<file path="config.mk">
export PLATFORM = sky130hd
export DESIGN_NAME = coin_input_conditioner_flat
export DESIGN_NICKNAME = d
export VERILOG_FILES = /design/src/rtl/coin_pkg.sv /design/src/rtl/coin_input_conditioner_if.sv /design/src/rtl/input_synchronizer.sv /design/src/rtl/coin_input_conditioner.sv /design/src/flat_wrapper.sv
export SDC_FILE = /design/constraint.sdc
export NUM_CORES = 1
export LEC_CHECK = 0
export ABC_AREA = 1
export CAP_MARGIN = 20
export CORE_ASPECT_RATIO = 1.25
export CORE_MARGIN = 4
export CORE_UTILIZATION = 45
export DETAILED_ROUTE_END_ITERATION = 12
export PLACE_DENSITY = 0.71
export SYNTH_ARGS = -nofsm -noshare
export SYNTH_HDL_FRONTEND = slang
export SYNTH_SLANG_ARGS = --single-unit
</file>
<file path="constraint.sdc">
create_clock -name clock -period 2.7 [get_ports clock]
set_input_delay 0.405 -clock clock [delete_from_list [all_inputs] [get_ports clock]]
set_output_delay 0.405 -clock clock [all_outputs]
set_load 0.02 [all_outputs]
</file>
<file path="src/rtl/coin_pkg.sv">
// Coin codes and conditioner state encoding, shared with the vending FSM.
package coin_pkg;

    localparam int unsigned COIN_W = 2;

    typedef enum logic [COIN_W-1:0] {
        COIN_NONE     = 2'b00,
        COIN_CIRCLE   = 2'b01,
        COIN_TRIANGLE = 2'b10,
        COIN_PENTAGON = 2'b11
    } coin_t;

    typedef enum logic [1:0] {
        IDLE      = 2'b00,
        DEB_PRESS = 2'b01,
        HELD      = 2'b10,
        DEB_REL   = 2'b11
    } cond_state_t;

endpackage

</file>
<file path="src/rtl/coin_input_conditioner_if.sv">
// Board-side inputs and conditioned coin events between the board and the vending FSM.
interface coin_input_conditioner_if #(
    parameter int unsigned COUNT_W = 8
);
    import coin_pkg::*;

    logic                  insert_n;
    logic [COIN_W-1:0]     coin_sel;
    logic                  drop;
    coin_t                 coin;
    logic                  coin_valid;
    logic                  rejected;
    logic                  busy;
    logic [COUNT_W-1:0]    accepted_count;

    modport master (
        output insert_n, coin_sel, drop,
        input  coin, coin_valid, rejected, busy, accepted_count
    );

    modport slave (
        input  insert_n, coin_sel, drop,
        output coin, coin_valid, rejected, busy, accepted_count
    );

endinterface

</file>
<file path="src/rtl/input_synchronizer.sv">
// Two-flop synchronizer for asynchronous board inputs, with a configurable reset value.
module input_synchronizer #(
    parameter int unsigned       WIDTH     = 1,
    parameter logic [WIDTH-1:0]  RESET_VAL = '0
) (
    input  logic             clock,
    input  logic             reset,
    input  logic [WIDTH-1:0] din,
    output logic [WIDTH-1:0] dout
);

    logic [WIDTH-1:0] meta;

    // Two-stage capture; both stages come out of reset at the idle value.
    always_ff @(posedge clock or posedge reset) begin
        if (reset) begin
            meta <= RESET_VAL;
            dout <= RESET_VAL;
        end else begin
            meta <= din;
            dout <= meta;
        end
    end

endmodule

</file>
<file path="src/rtl/coin_input_conditioner.sv">
// Debounces the insert key and turns each physical press into one coin or reject pulse.
module coin_input_conditioner
    import coin_pkg::*;
#(
    parameter int unsigned DEBOUNCE_CYCLES = 4,
    parameter int unsigned COUNT_W         = 8
) (
    input  logic                     clock,
    input  logic                     reset,
    coin_input_conditioner_if.slave  cif
);

    localparam int unsigned     CNT_W    = $clog2(DEBOUNCE_CYCLES);
    localparam logic [CNT_W-1:0] CNT_LAST = CNT_W'(DEBOUNCE_CYCLES - 1);

    logic               insert_n_sync;
    logic [COIN_W-1:0]  sel_sync;
    logic               press;

    cond_state_t        state;
    logic [CNT_W-1:0]   cnt;
    coin_t              coin_q;
    logic               valid_q;
    logic               rej_q;
    logic               busy_q;
    logic [COUNT_W-1:0] count_q;

    input_synchronizer #(
        .WIDTH     (1),
        .RESET_VAL (1'b1)
    ) u_insert_sync (
        .clock (clock),
        .reset (reset),
        .din   (cif.insert_n),
        .dout  (insert_n_sync)
    );

    input_synchronizer #(
        .WIDTH     (COIN_W),
        .RESET_VAL (COIN_W'(COIN_NONE))
    ) u_sel_sync (
        .clock (clock),
        .reset (reset),
        .din   (cif.coin_sel),
        .dout  (sel_sync)
    );

    assign press = ~insert_n_sync;

    // Debounce FSM; coming out of reset in HELD forces a release before the next press counts.
    always_ff @(posedge clock or posedge reset) begin
        if (reset) begin
            state   <= HELD;
            cnt     <= '0;
            coin_q  <= COIN_NONE;
            valid_q <= 1'b0;
            rej_q   <= 1'b0;
            busy_q  <= 1'b1;
            count_q <= '0;
        end else begin
            coin_q  <= COIN_NONE;
            valid_q <= 1'b0;
            rej_q   <= 1'b0;
            unique case (state)
                IDLE: begin
                    if (press) begin
                        state  <= DEB_PRESS;
                        cnt    <= '0;
                        busy_q <= 1'b1;
                    end
                end
                DEB_PRESS: begin
                    if (!press) begin
                        state  <= IDLE;
                        busy_q <= 1'b0;
                    end else if (cnt == CNT_LAST) begin
                        state <= HELD;
                        if ((coin_t'(sel_sync) != COIN_NONE) && !cif.drop) begin
                            coin_q  <= coin_t'(sel_sync);
                            valid_q <= 1'b1;
                            count_q <= count_q + COUNT_W'(1);
                        end else begin
                            rej_q <= 1'b1;
                        end
                    end else begin
                        cnt <= cnt + CNT_W'(1);
                    end
                end
                HELD: begin
                    if (!press) begin
                        state <= DEB_REL;
                        cnt   <= '0;
                    end
                end
                DEB_REL: begin
                    if (press) begin
                        state <= HELD;
                    end else if (cnt == CNT_LAST) begin
                        state  <= IDLE;
                        busy_q <= 1'b0;
                    end else begin
                        cnt <= cnt + CNT_W'(1);
                    end
                end
                default: begin
                    state  <= HELD;
                    busy_q <= 1'b1;
                end
            endcase
        end
    end

    assign cif.coin           = coin_q;
    assign cif.coin_valid     = valid_q;
    assign cif.rejected       = rej_q;
    assign cif.busy           = busy_q;
    assign cif.accepted_count = count_q;

endmodule

</file>
<file path="src/flat_wrapper.sv">
// flat-port wrapper written by rule: the top's interface ports become plain ports
module coin_input_conditioner_flat import coin_pkg::*;
#(
    parameter int unsigned DEBOUNCE_CYCLES = 4,
    parameter int unsigned COUNT_W         = 8
)
  (clock, reset, cif_insert_n, cif_coin_sel, cif_drop, cif_coin, cif_coin_valid, cif_rejected, cif_busy, cif_accepted_count);
  coin_input_conditioner_if #(.COUNT_W(COUNT_W)) cif_i ();
  input  logic clock;
  input  logic reset;
  input wire logic [$bits(cif_i.insert_n)-1:0] cif_insert_n;
  input wire logic [$bits(cif_i.coin_sel)-1:0] cif_coin_sel;
  input wire logic [$bits(cif_i.drop)-1:0] cif_drop;
  output wire logic [$bits(cif_i.coin)-1:0] cif_coin;
  output wire logic [$bits(cif_i.coin_valid)-1:0] cif_coin_valid;
  output wire logic [$bits(cif_i.rejected)-1:0] cif_rejected;
  output wire logic [$bits(cif_i.busy)-1:0] cif_busy;
  output wire logic [$bits(cif_i.accepted_count)-1:0] cif_accepted_count;
  assign cif_i.insert_n = cif_insert_n;
  assign cif_i.coin_sel = cif_coin_sel;
  assign cif_i.drop = cif_drop;
  assign cif_coin = cif_i.coin;
  assign cif_coin_valid = cif_i.coin_valid;
  assign cif_rejected = cif_i.rejected;
  assign cif_busy = cif_i.busy;
  assign cif_accepted_count = cif_i.accepted_count;
  coin_input_conditioner #(.DEBOUNCE_CYCLES(DEBOUNCE_CYCLES), .COUNT_W(COUNT_W)) u_core (.clock(clock), .reset(reset), .cif(cif_i));
endmodule
</file>
Word level (Yosys, flattened, before mapping)

Cells that the tools add are included.

Bits of input ports: 6
Register bits: 23
Output and inout port bits: 13
Word-level logic and storage cells: 65

Bitwise operators: 1
Equal/unequal tests: 12
Reductions and logical operators: 9
Add/subtract/negate cells: 2
Muxes and demuxes: 30

Operators with widths:

| operator                                       | number |
|---|---|
| two-way mux 2 bit                              | 15 |
| one-hot mux 2 bit (4 select lines)             | 2 |
| two-way mux 1 bit                              | 12 |
| AND reduction 4 bit                            | 3 |
| != test 2 bit (second input constant)          | 5 |
| adder 8 x 1 -> 8 bit (second input constant)   | 1 |
| == test 2 bit (second input constant)          | 3 |
| != test 3 x 2 -> 1 bit (second input constant) | 2 |
| AND reduction 5 bit                            | 1 |
| one-hot mux 1 bit (3 select lines)             | 1 |
| nonzero test 3 bit                             | 1 |
| adder 2 x 1 -> 2 bit (second input constant)   | 1 |
| == test 2 x 1 -> 1 bit (second input constant) | 1 |
| logical NOT 2 bit                              | 1 |
| != test 2 x 1 -> 1 bit (second input constant) | 1 |
| nonzero test 2 bit                             | 1 |
| logical AND 1 bit                              | 1 |
| logical NOT 1 bit                              | 1 |
| inverter 1 bit                                 | 1 |

Logic depth before layout (Yosys ltp)

Word-level depth: 6
Mapped depth: 7

Hierarchy

From an unflattened synthesis, not the netlist that was laid out.

Cells, all modules: 101
Area, all modules: 996.0 um^2

By module, submodules not included:

| module                                     | area an instance (um^2) | times used | cells each | sequential area each (um^2) |
|---|---|---|---|---|
| coin_input_conditioner                     | 835.8                   | 1          | 93         | 427.9 |
| input_synchronizer at u_core.u_sel_sync    | 103.8                   | 1          | 5          | 100.1 |
| input_synchronizer at u_core.u_insert_sync | 56.3                    | 1          | 3          | 52.6 |

Worst setup path before layout

No wires, ideal clock.

Path type: register to register
Start point: register u_core.count_q[1] (netlist: u_core.cif.accepted_count[1])
End point: register u_core.count_q[4] (netlist: u_core.cif.accepted_count[4])
Slack: 1.508 ns
Cell stages (with the launch flop): 6
Path buffers: 0
Setup time: 0.117 ns
Arrival time: 1.075 ns
Path through: dfrtp_1 > ha_1 > nand3_1 > xnor2_1 > nand2_1 > nand2_1

Cells in the longest elaborated chain, start to end: 1

Ends and longest elaborated chain:

| what                   | line                         | source |
|---|---|---|
| start, declared        | coin_input_conditioner.sv:26 | `logic [COUNT_W-1:0] count_q;` |
| start signal, assigned | coin_input_conditioner.sv:81 | `count_q <= count_q + COUNT_W'(1);` |
| adder 8 x 1 -> 8 bit   | coin_input_conditioner.sv:81 |  |

Every way passes these cells.
A chain may end at the register's enable or synchronous reset.

Final worst setup path

Start point: register u_core.busy_q (netlist: u_core.cif.busy)
End point: output port cif_busy

RTL lines:

| what                   | line                         | source |
|---|---|---|
| start, declared        | coin_input_conditioner.sv:25 | `logic busy_q;` |
| start signal, assigned | coin_input_conditioner.sv:58 | `busy_q <= 1'b1;` |
| start signal, assigned | coin_input_conditioner.sv:69 | `busy_q <= 1'b1;` |
| start signal, assigned | coin_input_conditioner.sv:75 | `busy_q <= 1'b0;` |
| end, declared          | flat_wrapper.sv:17           | `output wire logic [$bits(cif_i.busy)-1:0] cif_busy;` |

No word-level cell between the ends.

==> results.sh <==
export IMPL_outcome="complete, no violations"
export IMPL_r2r_start="u_core.cnt[0]"
export IMPL_synth_fa_ha_area_frac=0.02532
export IMPL_dr_pass1_iters=4
export IMPL_synth_xor_area_frac=0.03544
export IMPL_rows=18
export IMPL_gp_congestion=0.8111
export IMPL_post_cts_buffers=0
export IMPL_ys_warn_count=0
export IMPL_area_growth_pct=23.42
export IMPL_drtAntennaViolNets=0
export IMPL_ir_drop_mv=0.4185
export IMPL_synth_edf_count=0
export IMPL_wl_met3_um=51
export IMPL_htreeDepth=1
export IMPL_synthMuxAreaShare=0
export IMPL_min_period_ns=1.848
export IMPL_arrival_ns=1.44
export IMPL_numCtsBuffers=3
export IMPL_crit_slowest_cell="clkdlybuf4s50_1"
export IMPL_synth_common_cells="39 x nand2_1, 19 x dfrtp_1, 11 x inv_1"
export IMPL_path_max_fanout=3
export IMPL_vias=719
export IMPL_whs_endpoint="u_core.u_sel_sync.dout[1]"
export IMPL_crit_family="buffers and inverters"
export IMPL_synth_top_family_by_area="simple AND/OR/NAND/NOR gates"
export IMPL_synth_nets=113
export IMPL_post_route_period_util=0.6843
export IMPL_fin_area_mm2=0.001220
export IMPL_path_cells="clkdlybuf4s50_1"
export IMPL_antenna_found_initial=0
export IMPL_reg2reg_setup_slack_ns=1.43
export IMPL_wirelength_mm=1.644
export IMPL_max_slew_margin_rel=0.4514
export IMPL_fill_cells=184
export IMPL_tns_ns=0
export IMPL_synthSimpleGateAreaFrac=0.2658
export IMPL_cts_sinks=23
export IMPL_drive_gt1_frac=0.1102
export IMPL_synth_most_common_cell="nand2_1"
export IMPL_overflow=0
export IMPL_clk_pin_slew_worst_paths_ns=0.12
export IMPL_grt_util_all_layers=0.1311
export IMPL_clk_latency_ns=0.29
export IMPL_synth_top_area_cell="dfrtp_1"
export IMPL_wl_met1_um=721
export IMPL_fp_coreArea_mm2=0.002027
export IMPL_clockBufferDepth=2
export IMPL_vias_per_cell=4.891
export IMPL_async_flop_share=1.000
export IMPL_ctsHoldBuffers=0
export IMPL_synth_cell_types=17
export IMPL_avgSynthCellArea_um2=9.414
export IMPL_die_h_um=60.40
export IMPL_highest_layer="met4"
export IMPL_synth_sequential_area_ratio=0.5873
export IMPL_seq_area_um2=580.6
export IMPL_max_freq_ghz=0.5412
export IMPL_fin_skew_ns=0.002329
export IMPL_port_buffers=18
export IMPL_final_max_slew_violation_count=0
export IMPL_required_ns=2.30
export IMPL_criticalPathCategory="register to output pin"
export IMPL_place_area_mm2=0.001194
export IMPL_critical_path_max_stage_delay_ns=0.59
export IMPL_hold_path_class="register to register"
export IMPL_grt_pass1_wl_mm=3.036
export IMPL_finalSetupViolations=0
export IMPL_synth_compound_area_frac=0.04430
export IMPL_hpwl_mm=1.270
export IMPL_wl_met2_um=845
export IMPL_power_density_mw_per_mm2=688.9
export IMPL_leakagePower_nw=0.5796
export IMPL_ys_ff_latch=23
export IMPL_synth_area_um2=988.4
export IMPL_cts_tree="yes"
export IMPL_synth_top_cell_area_share=0.4810
export IMPL_die_x_um=49.92
export IMPL_cts_resized=0
export IMPL_drv_cap=0
export IMPL_cp_end_kind="output pin"
export IMPL_nets=136
export IMPL_wl_per_cell_um=11.18
export IMPL_critPathLaunchType="register"
export IMPL_die_area_mm2=0.003015
export IMPL_reg2regPathDepth=5
export IMPL_grt_pass1_vias=701
export IMPL_path_buf_inv=1
export IMPL_num_antenna_cells=0
export IMPL_final_hold_violation_count=0
export IMPL_multiInputGateArea_um2=366.6
export IMPL_root_buffer="clkbuf_4"
export IMPL_syn_instance_count=105
export IMPL_ios=19
export IMPL_rsz0062_at_grt="false"
export IMPL_synth_area_top_cells="dfrtp_1 48%, nand2_1 15%, dfstp_2 11%, inv_1 4.2%, nand3_1 3.5%"
export IMPL_worst_pin_slew_ns=0.8220
export IMPL_grt_max_degree=24
export IMPL_regToRegEndpoint="u_core.cif.accepted_count[0]"
export IMPL_first_iter_violations=18
export IMPL_min_from="u_core.u_sel_sync.meta[1]"
export IMPL_initial_core_util=0.4877
export IMPL_hold_depth=0
export IMPL_drc_errors=0
export IMPL_synth_ff_type="dfrtp_1"
[per-layer routing]
layer / track usage / vias to the layer above
met4: 0.05929 / 0
met5: 0 / -
li1: - / 370
met2: 0.2231 / 13
met1: 0.1643 / 334
met3: 0.02457 / 2
[report_power, final]
group	leakage, nW	internal [mW]	switching (mW)
Combinational	0.276	0.0999	0.122
Sequential	0.289	0.409	0.0589
Clock	0.0150	0.0574	0.0928
[cell usage in the layout (no fill, tap or decap), drive strengths merged]
master	Yosys	layout
clkbuf	0	4
clkdlybuf4s50	0	18
dfrtp	19	19
dfstp	4	4
ha	2	2
inv	11	11
nand2	41	41
nand3	7	7
nand4	1	1
nor2	9	9
nor3	1	1
o21ai	5	5
o21bai	1	1
xnor2	3	3
xor2	1	1
[logic make-up after synthesis]
kind of cell,count (synthesis)
AND/OR/NAND/NOR,59
flip-flops,23
AO/OA/AOI/OAI,6
buffers and inverters,11
adder cells (fa/ha/maj),2
XOR/XNOR,4
[how the worst max path moves through the flow]
stage                                       from                            to  slack [ns]  cells after the start
floorplan           u_core.cif.accepted_count[1]  u_core.cif.accepted_count[4]        1.51                      5
global placement                        cif_drop  u_core.cif.accepted_count[0]        1.17                      5
detailed placement                      cif_drop  u_core.cif.accepted_count[0]        1.14                      5
CTS                              u_core.cif.busy                      cif_busy        0.84                      1
global route        u_core.cif.accepted_count[2]         cif_accepted_count[2]        0.77                      1
finish                           u_core.cif.busy                      cif_busy        0.85                      1
[stage by stage]
step	util	hold WS [ns]	power [mW]	std cells	worst slack [ns]
2_1_floorplan	-	0.3312	0.6140	105	1.508
3_3_place_gp	0.5889	0.3327	0.6919	143	1.172
3_5_place_dp	0.5889	0.3373	0.7007	143	1.141
4_1_cts	0.6019	0.3648	0.8513	147	0.8408
5_1_grt	0.6019	0.3679	0.9053	147	0.7747
6_report	0.6019	0.3628	0.8404	147	0.8523
[registers in the layout, summed over array words and instances, names as in the netlist, named ones only]
register / cells
u_core.cnt: 2
u_core.u_sel_sync.dout: 2
u_core.u_insert_sync.meta: 1
u_core.cif.coin: 2
u_core.state: 1
u_core.cif.coin_valid: 1
u_core.u_sel_sync.meta: 2
u_core.cif.rejected: 1
u_core.cif.accepted_count: 8
u_core.cif.busy: 1
u_core.u_insert_sync.dout: 1
[final cells by class]
class | count | share of cell area
repair buffers | 18 | 0.1477
inverters | 11 | 0.03385
clock buffers | 4 | 0.02154
multi-input cells | 71 | 0.3005
well taps | 20 | 0.02051
flip-flops and latches | 23 | 0.4759
(Power assumes the default switching activity.)
